--- src/rtl/sdram_arb_pkg.sv ---
// Shared definitions for the SDRAM frame-buffer arbiter.
// Holds the arbiter state encoding, grant encoding, bus widths, default
// parameter values and the burst-length helper used by both address
// generators.
package sdram_arb_pkg;

  localparam int ADDR_W  = 22;
  localparam int LEN_W   = 9;
  localparam int USEDW_W = 10;

  localparam int                DEF_BURST_LEN   = 256;
  localparam int                DEF_FRAME_WORDS = 76800;
  localparam logic [ADDR_W-1:0] DEF_BASE_ADDR   = 22'd0;
  localparam int                DEF_RD_THRESH   = 128;

  typedef enum logic [2:0] {
    ST_IDLE     = 3'd0,
    ST_WR_REQ   = 3'd1,
    ST_WR_BURST = 3'd2,
    ST_RD_REQ   = 3'd3,
    ST_RD_BURST = 3'd4
  } arb_state_e;

  typedef enum logic {
    GRANT_WR = 1'b0,
    GRANT_RD = 1'b1
  } grant_e;

  // Words left before the end of the frame, capped at the burst size, so
  // the final burst of a frame is shortened instead of running past it.
  function automatic logic [LEN_W-1:0] burst_len_f(
    input logic [ADDR_W-1:0] addr,
    input logic [ADDR_W:0]   frame_end,
    input logic [ADDR_W:0]   burst_max
  );
    logic [ADDR_W:0] remain_s;
    remain_s = frame_end - {1'b0, addr};
    if (remain_s < burst_max) begin
      return LEN_W'(remain_s);
    end else begin
      return LEN_W'(burst_max);
    end
  endfunction

endpackage

--- src/rtl/sdram_frame_arbiter_if.sv ---
// Burst request bus between the frame arbiter and the SDRAM controller.
//   sdram_wr_req / sdram_rd_req : burst requests (arbiter -> controller)
//   sdram_wr_ack / sdram_rd_ack : high for the whole data phase (controller -> arbiter)
//   sys_wraddr / sys_rdaddr     : burst start word addresses
//   sdwr_byte / sdrd_byte       : burst lengths in words
interface sdram_frame_arbiter_if;
  import sdram_arb_pkg::*;

  logic              sdram_wr_req;
  logic              sdram_rd_req;
  logic              sdram_wr_ack;
  logic              sdram_rd_ack;
  logic [ADDR_W-1:0] sys_wraddr;
  logic [ADDR_W-1:0] sys_rdaddr;
  logic [LEN_W-1:0]  sdwr_byte;
  logic [LEN_W-1:0]  sdrd_byte;

  modport master (
    output sdram_wr_req, sdram_rd_req, sys_wraddr, sys_rdaddr, sdwr_byte, sdrd_byte,
    input  sdram_wr_ack, sdram_rd_ack
  );

  modport slave (
    input  sdram_wr_req, sdram_rd_req, sys_wraddr, sys_rdaddr, sdwr_byte, sdrd_byte,
    output sdram_wr_ack, sdram_rd_ack
  );

endinterface

--- src/rtl/sdram_addr_gen.sv ---
// Per-side frame-buffer address generator.
//   clk, rst_n   : clock, asynchronous active-low reset
//   frame_sync   : one-cycle frame start pulse for this side
//   side_active  : this side is in its REQ or BURST state
//   burst_done   : this side's burst completes this cycle
//   addr, len    : registered burst start address and burst length
// Address and length only change at burst completion or on a sync while the
// side is inactive, so they stay stable for a whole request/burst.
module sdram_addr_gen
  import sdram_arb_pkg::*;
#(
  parameter int                BURST_LEN   = DEF_BURST_LEN,
  parameter int                FRAME_WORDS = DEF_FRAME_WORDS,
  parameter logic [ADDR_W-1:0] BASE_ADDR   = DEF_BASE_ADDR
) (
  input  logic              clk,
  input  logic              rst_n,
  input  logic              frame_sync,
  input  logic              side_active,
  input  logic              burst_done,
  output logic [ADDR_W-1:0] addr,
  output logic [LEN_W-1:0]  len
);

  localparam logic [ADDR_W:0] FRAME_END = {1'b0, BASE_ADDR} + (ADDR_W+1)'(FRAME_WORDS);
  localparam logic [ADDR_W:0] BURST_MAX = (ADDR_W+1)'(BURST_LEN);

  logic [ADDR_W-1:0] addr_r;
  logic [LEN_W-1:0]  len_r;
  logic              pend_r;
  logic [ADDR_W:0]   sum_s;
  logic [ADDR_W-1:0] adv_addr_s;
  logic [ADDR_W-1:0] nxt_addr_s;
  logic              load_s;

  // Next address: advance with wrap, or jump to base on a pending/current sync.
  always_comb begin
    sum_s      = {1'b0, addr_r} + {{(ADDR_W+1-LEN_W){1'b0}}, len_r};
    adv_addr_s = addr_r;
    nxt_addr_s = addr_r;
    load_s     = 1'b0;
    if (sum_s >= FRAME_END) begin
      adv_addr_s = BASE_ADDR;
    end else begin
      adv_addr_s = sum_s[ADDR_W-1:0];
    end
    if (burst_done) begin
      load_s     = 1'b1;
      nxt_addr_s = (pend_r || frame_sync) ? BASE_ADDR : adv_addr_s;
    end else if (frame_sync && !side_active) begin
      load_s     = 1'b1;
      nxt_addr_s = BASE_ADDR;
    end else begin
      load_s     = 1'b0;
      nxt_addr_s = addr_r;
    end
  end

  // Address, length and pending-sync registers.
  always_ff @(posedge clk or negedge rst_n) begin
    if (!rst_n) begin
      addr_r <= BASE_ADDR;
      len_r  <= burst_len_f(BASE_ADDR, FRAME_END, BURST_MAX);
      pend_r <= 1'b0;
    end else begin
      if (load_s) begin
        addr_r <= nxt_addr_s;
        len_r  <= burst_len_f(nxt_addr_s, FRAME_END, BURST_MAX);
      end
      if (burst_done) begin
        pend_r <= 1'b0;
      end else if (frame_sync && side_active) begin
        pend_r <= 1'b1;
      end
    end
  end

  assign addr = addr_r;
  assign len  = len_r;

endmodule

--- src/rtl/sdram_frame_arbiter.sv ---
// Arbitrates SDRAM bursts between a camera write FIFO and a display read FIFO.
//   clk, rst_n                     : clock, asynchronous active-low reset
//   sdram_init_done                : SDRAM ready; arbitration held off until set
//   wr_fifo_usedw / rd_fifo_usedw  : FIFO fill levels
//   wr_frame_sync / rd_frame_sync  : frame start pulses, restart that side at base
//   sdram_bus (master)             : request/ack/address/length bus to controller
//   arb_busy                       : registered, high whenever not IDLE
// Ties are broken by alternating against the last completed grant.
module sdram_frame_arbiter
  import sdram_arb_pkg::*;
#(
  parameter int                BURST_LEN   = DEF_BURST_LEN,
  parameter int                FRAME_WORDS = DEF_FRAME_WORDS,
  parameter logic [ADDR_W-1:0] BASE_ADDR   = DEF_BASE_ADDR,
  parameter int                RD_THRESH   = DEF_RD_THRESH
) (
  input  logic                 clk,
  input  logic                 rst_n,
  input  logic                 sdram_init_done,
  input  logic [USEDW_W-1:0]   wr_fifo_usedw,
  input  logic [USEDW_W-1:0]   rd_fifo_usedw,
  input  logic                 wr_frame_sync,
  input  logic                 rd_frame_sync,
  sdram_frame_arbiter_if.master sdram_bus,
  output logic                 arb_busy
);

  arb_state_e        state_r;
  grant_e            last_grant_r;
  logic              wr_req_r;
  logic              rd_req_r;
  logic              busy_r;
  logic [ADDR_W-1:0] wr_addr_s;
  logic [ADDR_W-1:0] rd_addr_s;
  logic [LEN_W-1:0]  wr_len_s;
  logic [LEN_W-1:0]  rd_len_s;
  logic              wr_need_s;
  logic              rd_need_s;
  logic              wr_done_s;
  logic              rd_done_s;
  logic              wr_active_s;
  logic              rd_active_s;

  assign wr_need_s   = wr_fifo_usedw >= {1'b0, wr_len_s};
  assign rd_need_s   = rd_fifo_usedw < USEDW_W'(RD_THRESH);
  assign wr_done_s   = (state_r == ST_WR_BURST) && !sdram_bus.sdram_wr_ack;
  assign rd_done_s   = (state_r == ST_RD_BURST) && !sdram_bus.sdram_rd_ack;
  assign wr_active_s = (state_r == ST_WR_REQ) || (state_r == ST_WR_BURST);
  assign rd_active_s = (state_r == ST_RD_REQ) || (state_r == ST_RD_BURST);

  sdram_addr_gen #(
    .BURST_LEN(BURST_LEN), .FRAME_WORDS(FRAME_WORDS), .BASE_ADDR(BASE_ADDR)
  ) u_wr_gen (
    .clk(clk), .rst_n(rst_n), .frame_sync(wr_frame_sync), .side_active(wr_active_s),
    .burst_done(wr_done_s), .addr(wr_addr_s), .len(wr_len_s)
  );

  sdram_addr_gen #(
    .BURST_LEN(BURST_LEN), .FRAME_WORDS(FRAME_WORDS), .BASE_ADDR(BASE_ADDR)
  ) u_rd_gen (
    .clk(clk), .rst_n(rst_n), .frame_sync(rd_frame_sync), .side_active(rd_active_s),
    .burst_done(rd_done_s), .addr(rd_addr_s), .len(rd_len_s)
  );

  // Arbitration FSM with registered requests, busy flag and last grant.
  always_ff @(posedge clk or negedge rst_n) begin
    if (!rst_n) begin
      state_r      <= ST_IDLE;
      wr_req_r     <= 1'b0;
      rd_req_r     <= 1'b0;
      busy_r       <= 1'b0;
      last_grant_r <= GRANT_WR;
    end else begin
      case (state_r)
        ST_IDLE: begin
          // Write wins when it alone needs service, or on a tie after a read.
          if (sdram_init_done && wr_need_s && (!rd_need_s || last_grant_r == GRANT_RD)) begin
            state_r <= ST_WR_REQ;
            busy_r  <= 1'b1;
          end else if (sdram_init_done && rd_need_s) begin
            state_r <= ST_RD_REQ;
            busy_r  <= 1'b1;
          end else begin
            state_r <= ST_IDLE;
            busy_r  <= 1'b0;
          end
        end
        ST_WR_REQ: begin
          if (sdram_bus.sdram_wr_ack) begin
            state_r  <= ST_WR_BURST;
            wr_req_r <= 1'b0;
          end else begin
            wr_req_r <= 1'b1;
          end
        end
        ST_WR_BURST: begin
          if (!sdram_bus.sdram_wr_ack) begin
            state_r      <= ST_IDLE;
            busy_r       <= 1'b0;
            last_grant_r <= GRANT_WR;
          end else begin
            state_r <= ST_WR_BURST;
          end
        end
        ST_RD_REQ: begin
          if (sdram_bus.sdram_rd_ack) begin
            state_r  <= ST_RD_BURST;
            rd_req_r <= 1'b0;
          end else begin
            rd_req_r <= 1'b1;
          end
        end
        ST_RD_BURST: begin
          if (!sdram_bus.sdram_rd_ack) begin
            state_r      <= ST_IDLE;
            busy_r       <= 1'b0;
            last_grant_r <= GRANT_RD;
          end else begin
            state_r <= ST_RD_BURST;
          end
        end
        default: begin
          state_r  <= ST_IDLE;
          wr_req_r <= 1'b0;
          rd_req_r <= 1'b0;
          busy_r   <= 1'b0;
        end
      endcase
    end
  end

  assign sdram_bus.sdram_wr_req = wr_req_r;
  assign sdram_bus.sdram_rd_req = rd_req_r;
  assign sdram_bus.sys_wraddr   = wr_addr_s;
  assign sdram_bus.sys_rdaddr   = rd_addr_s;
  assign sdram_bus.sdwr_byte    = wr_len_s;
  assign sdram_bus.sdrd_byte    = rd_len_s;
  assign arb_busy               = busy_r;

endmodule
--- src/flat_wrapper.sv ---
// flat-port wrapper written by rule: the top's interface ports become plain ports
module sdram_frame_arbiter_flat import sdram_arb_pkg::*;
#(
  parameter int                BURST_LEN   = DEF_BURST_LEN,
  parameter int                FRAME_WORDS = DEF_FRAME_WORDS,
  parameter logic [ADDR_W-1:0] BASE_ADDR   = DEF_BASE_ADDR,
  parameter int                RD_THRESH   = DEF_RD_THRESH
)
  (clk, rst_n, sdram_init_done, wr_fifo_usedw, rd_fifo_usedw, wr_frame_sync, rd_frame_sync, arb_busy, sdram_bus_sdram_wr_req, sdram_bus_sdram_rd_req, sdram_bus_sys_wraddr, sdram_bus_sys_rdaddr, sdram_bus_sdwr_byte, sdram_bus_sdrd_byte, sdram_bus_sdram_wr_ack, sdram_bus_sdram_rd_ack);
  sdram_frame_arbiter_if sdram_bus_i ();
  input  logic clk;
  input  logic rst_n;
  input  logic sdram_init_done;
  input  logic [USEDW_W-1:0] wr_fifo_usedw;
  input  logic [USEDW_W-1:0] rd_fifo_usedw;
  input  logic wr_frame_sync;
  input  logic rd_frame_sync;
  output logic arb_busy;
  output wire logic [$bits(sdram_bus_i.sdram_wr_req)-1:0] sdram_bus_sdram_wr_req;
  output wire logic [$bits(sdram_bus_i.sdram_rd_req)-1:0] sdram_bus_sdram_rd_req;
  output wire logic [$bits(sdram_bus_i.sys_wraddr)-1:0] sdram_bus_sys_wraddr;
  output wire logic [$bits(sdram_bus_i.sys_rdaddr)-1:0] sdram_bus_sys_rdaddr;
  output wire logic [$bits(sdram_bus_i.sdwr_byte)-1:0] sdram_bus_sdwr_byte;
  output wire logic [$bits(sdram_bus_i.sdrd_byte)-1:0] sdram_bus_sdrd_byte;
  input wire logic [$bits(sdram_bus_i.sdram_wr_ack)-1:0] sdram_bus_sdram_wr_ack;
  input wire logic [$bits(sdram_bus_i.sdram_rd_ack)-1:0] sdram_bus_sdram_rd_ack;
  assign sdram_bus_sdram_wr_req = sdram_bus_i.sdram_wr_req;
  assign sdram_bus_sdram_rd_req = sdram_bus_i.sdram_rd_req;
  assign sdram_bus_sys_wraddr = sdram_bus_i.sys_wraddr;
  assign sdram_bus_sys_rdaddr = sdram_bus_i.sys_rdaddr;
  assign sdram_bus_sdwr_byte = sdram_bus_i.sdwr_byte;
  assign sdram_bus_sdrd_byte = sdram_bus_i.sdrd_byte;
  assign sdram_bus_i.sdram_wr_ack = sdram_bus_sdram_wr_ack;
  assign sdram_bus_i.sdram_rd_ack = sdram_bus_sdram_rd_ack;
  sdram_frame_arbiter #(.BURST_LEN(BURST_LEN), .FRAME_WORDS(FRAME_WORDS), .BASE_ADDR(BASE_ADDR), .RD_THRESH(RD_THRESH)) u_core (.clk(clk), .rst_n(rst_n), .sdram_init_done(sdram_init_done), .wr_fifo_usedw(wr_fifo_usedw), .rd_fifo_usedw(rd_fifo_usedw), .wr_frame_sync(wr_frame_sync), .rd_frame_sync(rd_frame_sync), .sdram_bus(sdram_bus_i), .arb_busy(arb_busy));
endmodule
--- config.mk ---
export PLATFORM = sky130hd
export DESIGN_NAME = sdram_frame_arbiter_flat
export DESIGN_NICKNAME = d
export VERILOG_FILES = /design/src/rtl/sdram_arb_pkg.sv /design/src/rtl/sdram_frame_arbiter_if.sv /design/src/rtl/sdram_addr_gen.sv /design/src/rtl/sdram_frame_arbiter.sv /design/src/flat_wrapper.sv
export SDC_FILE = /design/constraint.sdc
export NUM_CORES = 1
export LEC_CHECK = 0
export CORE_MARGIN = 5
export CORE_UTILIZATION = 50
export CTS_CLUSTER_SIZE = 28
export DETAILED_ROUTE_END_ITERATION = 16
export PLACE_DENSITY = 0.83
export SLEW_MARGIN = 5
export SYNTH_ARGS = -nofsm -noshare
export SYNTH_HDL_FRONTEND = slang
export SYNTH_SLANG_ARGS = --single-unit
--- constraint.sdc ---
create_clock -name clk -period 16.9 [get_ports clk]
set_input_delay 1.69 -clock clk [delete_from_list [all_inputs] [get_ports clk]]
set_output_delay 1.69 -clock clk [all_outputs]
set_load 0.05 [all_outputs]
==> key figures <==
Run status
  – Status: finished, final reports clean

Clock network
  – Clock tree from TritonCTS: built
  – Clk root buf: clkbuf_16
  – Clock sinks: 71
  – H-tree lvl count: 3
  – Hold Buf Count CTS: 0
  – Worst skew pair latency: 0.34 ns
  – Number of buffers created by CTS: 9
  – Setup bufs post-CTS: 0
  – CTS resizes: 0
  – Reg clk slew, reported paths: 0.06 ns
  – Clk buf depth: 2

Worst setup path
  – Worst EP required: 17.14 ns
  – RR Endpoint: u_core.u_rd_gen.len[3]
  – CP arrival: 6.85 ns
  – R2r startpoint: u_core.u_rd_gen.addr[0]
  – WS Path Type: register to register
  – R2R setup slack: 10.29 ns
  – Critical path launch point type: register
  – CP max FO: 9
  – CP endpoint kind: register
  – R2R depth: 24

Placement
  – PortBufs: 84
  – Final HPWL DP: 12,500 um
  – Placed cell areas: 7140 um2
  – Dpl cells: 978
  – GP Congestion: 0.922

Global routing
  – Aggregate global-route resource usage: 23.9%
  – Largest net degree at the start of global routing: 72
  – Antenna violations before repair: 0
  – Global route total overflow: 0
  – Vias in the first global route: 5,706
  – First-pass GRT wire length: 28,700 um

Synth
  – Syn Area/Cell: 8.22 um2
  – EDFF count, synth: 0
  – Unique masters post-synth: 89
  – Predominant post-synthesis flop cell: dfrtp_1
  – Syn Std Cell Area: 6170 um2
  – Area share of the largest cell type after synthesis: 28.0%
  – Post-Syn Instances: 750
  – Synth warnings: 0
  – Ys async rst share: 100%
  – Seq/Total Area, Yosys: 28.9%
  – Most frequent cell after synthesis: nand2_1
  – Syn Nets: 808
  – Seq cells post-synth: 71
  – Area leader, netlist: dfrtp_1
  – Largest cells by area after synthesis: dfrtp_1 28%, ha_1 5.9%, nand2_1 4.9%
  – Commonest cells post-synth: 81 x nand2_1, 69 x dfrtp_1, 53 x nor2_1

Timing
  – Slew margin rel.: 37.7%
  – FMAX: 0.151 GHz
  – Final setup fails: 0
  – Final Max Slew Viols: 0
  – Clock Skew: 0.00766 ns
  – Worst Tran Pin Value: 0.934 ns
  – Final period utilization: 39.1%
  – RSZ-0062 raised after global routing: no
  – Setup TNS: 0 ns
  – Final critical-path required period: 6.61 ns
  – Final hold vios: 0

Route
  – Via density: 6.28
  – DRC: 0
  – First DRT Iteration DRCs: 654
  – DRT antenna net count: 0
  – Wire per inst: 17.5 um
  – Vias: 6,241
  – WL final: 17,400 um
  – Pre-Repair DR Iteration Count: 5

Floorplan
  – Die X: 121 um
  – I/O pins: 92
  – Starting Density: 51.1%
  – Die H: 121 um
  – Std-Cell Rows: 40
  – Die Footprint: 14,700 um2
  – Core area: 12,100 um2

Finish
  – Diode count: 0
  – Post-route cell area: 7480 um2
  – Non-Filler Instances: 994
  – Area grow syn2layout: 21.3%
  – Nets: 879
  – Layout cells sized above 1: 7.99%

Hold path
  – Hold depth: 2
  – Endpoint, Worst Hold: u_core.sdram_bus.sdram_rd_req
  – HP Class: register to register
  – Hold Crit Start: u_core.sdram_bus.sdram_rd_req

Power and ir drop
  – Cell area power density: 77.7 nW/um2
  – Leakage: 3.17 nW
  – Max IR drop VDD: 0.0361 mV

Flow run
  – Max Cap Violations: 0
[how the worst max path moves through the flow]
stage	start	endpoint
after floorplan	u_core.u_rd_gen.addr[0]	u_core.u_rd_gen.len[8]
after global placement	u_core.u_rd_gen.addr[0]	u_core.u_rd_gen.len[8]
after detailed placement	u_core.u_rd_gen.addr[0]	u_core.u_rd_gen.len[8]
after CTS	u_core.u_rd_gen.addr[0]	u_core.u_rd_gen.len[3]
after global routing	u_core.u_rd_gen.addr[0]	u_core.u_rd_gen.len[3]
final	u_core.u_rd_gen.addr[0]	u_core.u_rd_gen.len[3]
[worst max-delay path, cell delays in order (launching register included)]
cell and delay (ns):
dfrtp_1 0.40, ha_1 0.24, inv_1 0.07, fa_1 0.41
nand2b_1 0.22, a211oi_4 0.42, o211ai_1 0.29, or3_1 0.46
a31oi_1 0.45, nor2_1 0.29, nor4b_2 0.24, buf_4 0.18
nand2_1 0.11, nand2_1 0.08, inv_1 0.06, ha_1 0.23
o21a_1 0.20, a21boi_0 0.29, nand2_1 0.09, a31oi_1 0.31
or4_1 0.22, nand3_1 0.09, o211a_1 0.25, or4_4 0.65
o31ai_2 0.27
[routing by layer]
layer / up-vias / share of wire (%) / track usage (%)
met2: 258 / 45 / 36.7
li1: 2965 / - / -
met5: - / 0 / 0
met4: 0 / 2.1 / 8.57
met1: 2986 / 46 / 34.2
met3: 32 / 6.8 / 3.45
[state kept, by name (all words and copies together) (netlist names)]
| name | flops |
|---|---|
| u_core.sdram_bus.sdram_wr_req | 1 |
| u_core.u_wr_gen.pend_r | 1 |
| u_core.last_grant_r | 1 |
| u_core.u_rd_gen.addr | 22 |
| u_core.u_wr_gen.addr | 22 |
| u_core.u_rd_gen.len | 9 |
| u_core.arb_busy | 1 |
| u_core.u_wr_gen.len | 9 |
| u_core.state_r | 3 |
| u_core.sdram_bus.sdram_rd_req | 1 |
| u_core.u_rd_gen.pend_r | 1 |
[kinds of logic after synthesis]
family	synth area share, %
AOI/OAI and AO/OA	31.9
xor gates and xnor gates	3.98
adders and majority gates	6.53
buffers and inverters	4.99
DFF	28.9
muxes	1.81
and+or+nand+nor	22.0
[cell usage in the layout, fill, tap and decap left out, types with 17 or more instances in the layout]
| master | instances |
|---|---|
| clkdlybuf4s50_1 | 83 |
| xnor2_1 | 17 |
| o21ai_0 | 31 |
| nor3_1 | 26 |
| dfrtp_1 | 69 |
| a21oi_1 | 49 |
| nand3_1 | 22 |
| nand2_1 | 81 |
| nor2_1 | 53 |
| a21o_1 | 19 |
| inv_1 | 49 |
| ha_1 | 29 |
[per-stage QoR]
stage	hold WS, ns	worst slack, ns	total power, W	util [%]
floorplan	0.462	10.85	0.000312	-
global placement	0.486	10.62	0.000360	59.2
finish	0.509	10.29	0.000581	62.0
CTS	0.515	10.47	0.000583	62.0
global route	0.536	10.02	0.000609	62.0
detailed placement	0.502	10.53	0.000362	59.2
[power breakdown]
| group | switching (W) | internal [W] |
|---|---|---|
| combinational | 0.000111 | 0.0000529 |
| sequential | 0.0000175 | 0.000181 |
| clock | 0.0000740 | 0.000145 |
[final cells by class]
cell class	instances	area, um2
Inverter	49	184
Fill cell	1053	4580
Sequential cell	71	1780
Clock buffer	11	233
Clock inverter	5	106
Timing Repair Buffer	90	883
Multi-Input combinational cell	600	4080
Tap cell	168	210
Note: power is estimated with default switching activity, not from simulation.
==> patch 1 (same flow settings) <==
Make the reset (`rst_n`) synchronous in 2 clocked blocks. Comments in the files are not updated.
--- a/src/rtl/sdram_addr_gen.sv
+++ b/src/rtl/sdram_addr_gen.sv
@@ -59,3 +59,3 @@
   // Address, length and pending-sync registers.
-  always_ff @(posedge clk or negedge rst_n) begin
+  always_ff @(posedge clk) begin
     if (!rst_n) begin
--- a/src/rtl/sdram_frame_arbiter.sv
+++ b/src/rtl/sdram_frame_arbiter.sv
@@ -65,3 +65,3 @@
   // Arbitration FSM with registered requests, busy flag and last grant.
-  always_ff @(posedge clk or negedge rst_n) begin
+  always_ff @(posedge clk) begin
     if (!rst_n) begin
Function: differs if rst_n is asserted again (counterexample within 4 cycles, from zero or initial values and one cycle with rst_n low); with rst_n held inactive, the same outputs for 10 cycles.
==> patch 1 against the original RTL <==
Count of clock-buffer cells in the layout shrank 1; global-route usage is essentially flat; design area shrank 0.67%; final cell count grew 8.6%; sequential cell count is the same; register-to-register slack gained 840 ps; wire length grew 2.0%; via count grew 7.0%; synthesized area grew 0.20%; worst setup slack gained 360 ps; die area grew 0.18%; highest routed layer unchanged.
Power is not compared: it rests on default switching activity, and its combinational part moved more than twofold at a synthesized area within 25%.
==> patch 1: results (changes against the original RTL) <==
overall routing resource usage=23.9% (-0.039 points); Worst setup EP type=register; layout cells sized above 1=6.37% (-1.6 points); R2R depth=21 (-13%); Arrival @ worst endpoint=6510 ps (-340 ps); detail-routed via count per cell=6.19 (-1.4%); htree depth=3 (unchanged); Root Driver=clkbuf_16; outcome=complete, no violations; synth cell count leaders=nand2_1, nor2_1, dfxtp_1; worst r2r src=u_core.u_wr_gen.len[0]$_SDFFE_PN0P_; setup slack at placement=10370 ps (-157 ps); drt total wl=17700 µm (+2.0%); crit-path max FO=18 (+9); WHS=460 ps (-49.2 ps); syn_nets=903 (+12%); reg2reg setup slack=11130 ps (+840 ps); final RePlAce weighted congestion=0.981 (+6.4%); most area-consuming cells after synthesis=dfxtp_1, ha_1, a21oi_1; Async SR Flop Fraction=0% (-100 points); pin count of the biggest net entering global routing=40 (-44%); Die X-Extent=121 µm (about the same); fin crit period=6250 ps (-362 ps); Fillers=1095 (+4.0%); first-pass GRT wire length=28900 µm (+0.67%); crit path launch=wr_frame_sync; dpl cell area=7100 µm² (-0.56%); Detailed Routing Iterations Pass 1=6 (+1); routing usage on met1=32.9% (-1.3 points); sequential fraction of the synthesis area=23.0% (-5.9 points); dpl cells=1063 (+8.7%); initial antenna violation count=0 (unchanged); Slew headroom=42.6% (+4.8 points); layout net count=964 (+9.7%); HP Start=u_core.last_grant_r$_SDFFE_PN0P_; Initial DRC Count=742 (+13%); via count=6680 (+7.0%); Post-Synthesis Cells=845 (+13%); Syn. warnings=0 (unchanged); Distinct cells, synth=89 (unchanged); met2 Use GR=37.3% (+0.59 points); Worst Hold Endpoint=u_core.last_grant_r$_SDFFE_PN0P_; vias in the first global route=5874 (+2.9%); static leakage=2.78 nW; Clock Skew=7.62 ps (-0.0398 ps); Hold Crit Depth=2 (unchanged); Clk pin slew, worst setup/hold paths=60 ps (about the same); RR Endpoint=u_core.u_wr_gen.len[3]$_SDFFE_PN0P_; post-detail-place hpwl=13100 µm (+4.7%); CTS resizes=0 (unchanged); n_diodes=0 (unchanged); GRT met3 Usage=3.96% (+0.51 points)
==> patch 1: cell count changes in the layout (fill, tap and decap cells not counted), sizes merged, moves of 22 or more <==
cell	before	now
dfxtp	0	71
o21ai	40	65
nor2	54	87
inv	49	27
dfrtp	69	0
==> patch 1: cell type report <==
type,count,area (µm²),area share [%]
multi-input cells,709,4490,60.4
flip-flops and latches,71,1420,19.1
repair buffers,90,886,11.9
clock buffers,10,239,3.22
well taps,168,210,2.83
inverters,25,93.8,1.26
clock inverters,6,90.1,1.21
==> patch 1: critical path, cell delays in order <==
cell and delay [ps]:
clkdlybuf4s50_1 480, or4_1 490, nor2_1 270, o21ai_0 240, nor3_4 310, and3_1 660
a22oi_1 190, ha_1 320, o21a_1 200, nand2_1 130, and4bb_2 250, a211oi_2 310
and3b_1 220, a21oi_1 60, nor2_1 220, nand4_4 190, o31ai_2 280
==> patch 1: logic make-up (layout without fill, tap and decap cells) <==
| group | count (synthesis) | after routing | synth area share, % |
|---|---|---|---|
| simple gates | 376 | 376 | 31.9 |
| xor+xnor | 33 | 33 | 4.68 |
| compound gates | 261 | 261 | 28.2 |
| mux | 8 | 8 | 1.34 |
| buf+inv | 65 | 131 | 4.35 |
| flops | 71 | 71 | 23.0 |
| fa+ha+maj | 31 | 31 | 6.52 |
==> patch 1: power by group <==
group	internal [mW]	switching [mW]	total [mW]
sequential	0.169	0.00206	0.171
clock	0.134	0.0797	0.214
combinational	0.0119	0.0217	0.0337
==> patch 1: per-layer routing <==
metal,share of wire (%),vias up
met3,7.9,45
met4,2.6,0
met5,0,-
li1,-,3263
met2,45,300
met1,44,3072
==> patch 2 (config.mk and constraints unchanged) <==
Made on the original files. The package constant `USEDW_W` goes from 10 to 11.
--- a/src/rtl/sdram_arb_pkg.sv
+++ b/src/rtl/sdram_arb_pkg.sv
@@ -8,3 +8,3 @@
   localparam int LEN_W   = 9;
-  localparam int USEDW_W = 10;
+  localparam int USEDW_W = 11;
 
Ports: changed (resized rd_fifo_usedw and wr_fifo_usedw); port bits go from 92 to 94. The function was not compared with the original's and may differ.
==> patch 2 against the original RTL <==
Sequential cell count stayed put; wire length decreased by 3.6%; design area grew 0.72%; total power is 1.7% lower; first-iteration DRC count decreased by 1.5%; synthesized area rose by 2.2%; worst setup slack improved by 480 ps; register-to-register slack improved by 580 ps; largest cell class unchanged; largest power group unchanged.
==> patch 2: results (changes against the original RTL) <==
drt total wl=16700 µm (-3.6%); htree depth=3 (unchanged); initial antenna violation count=0 (unchanged); Longest Clk Path Bufs=2 (unchanged); setup slack at placement=10490 ps (-38.9 ps); Clk pin slew, worst setup/hold paths=60 ps (about the same); post-detail-place hpwl=12200 µm (-2.6%); drt drc=0 (unchanged); syn_nets=840 (+4.0%); Detailed Routing Iterations Pass 1=5 (unchanged); HP Start=u_core.u_rd_gen.pend_r$_DFFE_PN0P_; dpl cell area=7190 µm² (+0.77%); crit-path max FO=15 (+6); most area-consuming cells after synthesis=dfrtp_1, ha_1, nand2_1; Initial DRC Count=644 (-1.5%); syn avg cell area=8.08 µm² (-1.7%); Async SR Flop Fraction=100% (unchanged); sequential fraction of the synthesis area=28.2% (-0.62 points); Clock Skew=9.80 ps (+2.14 ps); first-pass GRT wire length=28200 µm (-1.7%); Arrival @ worst endpoint=6390 ps (-460 ps); maximum VDD drop=0.0519 mV (+44%); overall routing resource usage=23.1% (-0.78 points); vias in the first global route=5879 (+3.0%); Hold Buf Count CTS=0 (unchanged); number of setup buffers added after CTS=0 (unchanged); static leakage=2.98 nW (-5.9%); CTS resizes=0 (unchanged); outcome=complete, no violations; final RePlAce weighted congestion=0.925 (+0.34%); wire per inst=16.4 µm (-6.0%); worst r2r src=u_core.u_wr_gen.addr[0]$_DFFE_PN0P_; crit path launch=sdram_bus_sdram_wr_ack; dpl cells=1003 (+2.6%); detail-routed via count per cell=6.10 (-2.8%); port buffer count=86 (+2.4%); n_diodes=0 (unchanged); Slew headroom=38.8% (+1.0 points); Distinct cells, synth=97 (+9.0%); layout cells sized above 1=9.45% (+1.5 points); synth cell count leaders=nand2_1, dfrtp_1, nor2_1, o21ai_0, a21oi_1; layout net count=902 (+2.6%); number of buffers created by CTS=9 (unchanged)
[patch 2: cell count changes after synthesis, moves of 6 or more]
cell / change
o21ai_0: +25
nand4_1: +6
buf_2: +8
a211oi_1: -11
nand2_1: +12
nor2b_1: +6
o31ai_1: +6
a211o_1: -6
a22o_1: -6
inv_1: -7
a311oi_1: +6
[patch 2: final timing paths]
path,end,slack (ps),cells after the start
setup reg to reg,u_core.u_wr_gen.len[8]$_DFFE_PN1P_,10870,22
min in group asynchronous,u_core.u_rd_gen.len[3]$_DFFE_PN0P_,1500,1
setup / recovery,u_core.u_wr_gen.len[8]$_DFFE_PN1P_,10770,19
hold reg to reg,u_core.u_rd_gen.pend_r$_DFFE_PN0P_,500,2
max in group asynchronous,u_core.u_wr_gen.pend_r$_DFFE_PN0P_,14820,1
hold / removal,u_core.u_rd_gen.pend_r$_DFFE_PN0P_,500,2
[patch 2: metal layers]
| metal | vias to the layer above | wire length [µm] | track usage (%) |
|---|---|---|---|
| met5 | - | 0 | 0 |
| li1 | 2995 | - | - |
| met4 | 0 | 315 | 6.86 |
| met1 | 2943 | 7160 | 29.7 |
| met2 | 247 | 8200 | 39.3 |
| met3 | 32 | 1070 | 4.79 |
[patch 2: power by group]
group | internal [mW] | leakage [nW] | total [mW] | switching [mW]
clock network | 0.144 | 0.166 | 0.220 | 0.0756
registers | 0.180 | 0.968 | 0.197 | 0.0171
logic | 0.0527 | 1.85 | 0.155 | 0.102
total | 0.377 | 2.98 | 0.572 | 0.195
[patch 2: layout make-up]
| cell class | count | area, µm² |
|---|---|---|
| Inverter | 44 | 165 |
| Timing Repair Buffer | 90 | 888 |
| Sequential cell | 71 | 1780 |
| Fill cell | 1092 | 4930 |
| Tap cell | 172 | 215 |
| Multi-Input combinational cell | 626 | 4150 |
| Clock buffer | 10 | 229 |
| Clock inverter | 6 | 109 |
[patch 2: logic make-up (layout without fill, tap and decap cells)]
family	Yosys count	count (layout)	share of synthesized area (%)
simple gates	307	307	25.2
buf+inv	83	150	5.96
flops	71	71	28.2
xor+xnor	31	31	4.31
mux	10	10	1.87
compound gates	247	247	28.0
fa+ha+maj	31	31	6.39
[patch 2: critical path, stage by stage]
cell             delay, ps
clkdlybuf4s50_1        500
or3_1                  380
nor4_1                 250
nand2b_1               100
mux2_4                 330
nor2_4                 250
nand2_1                410
o21ai_0                430
inv_1                   80
ha_1                   240
o21a_1                 150
o21ai_0                120
a31o_2                 160
nand2_1                 80
a21oi_1                150
nand4_1                150
nor4_4                 380
nand3_4                220
mux2_4                 310
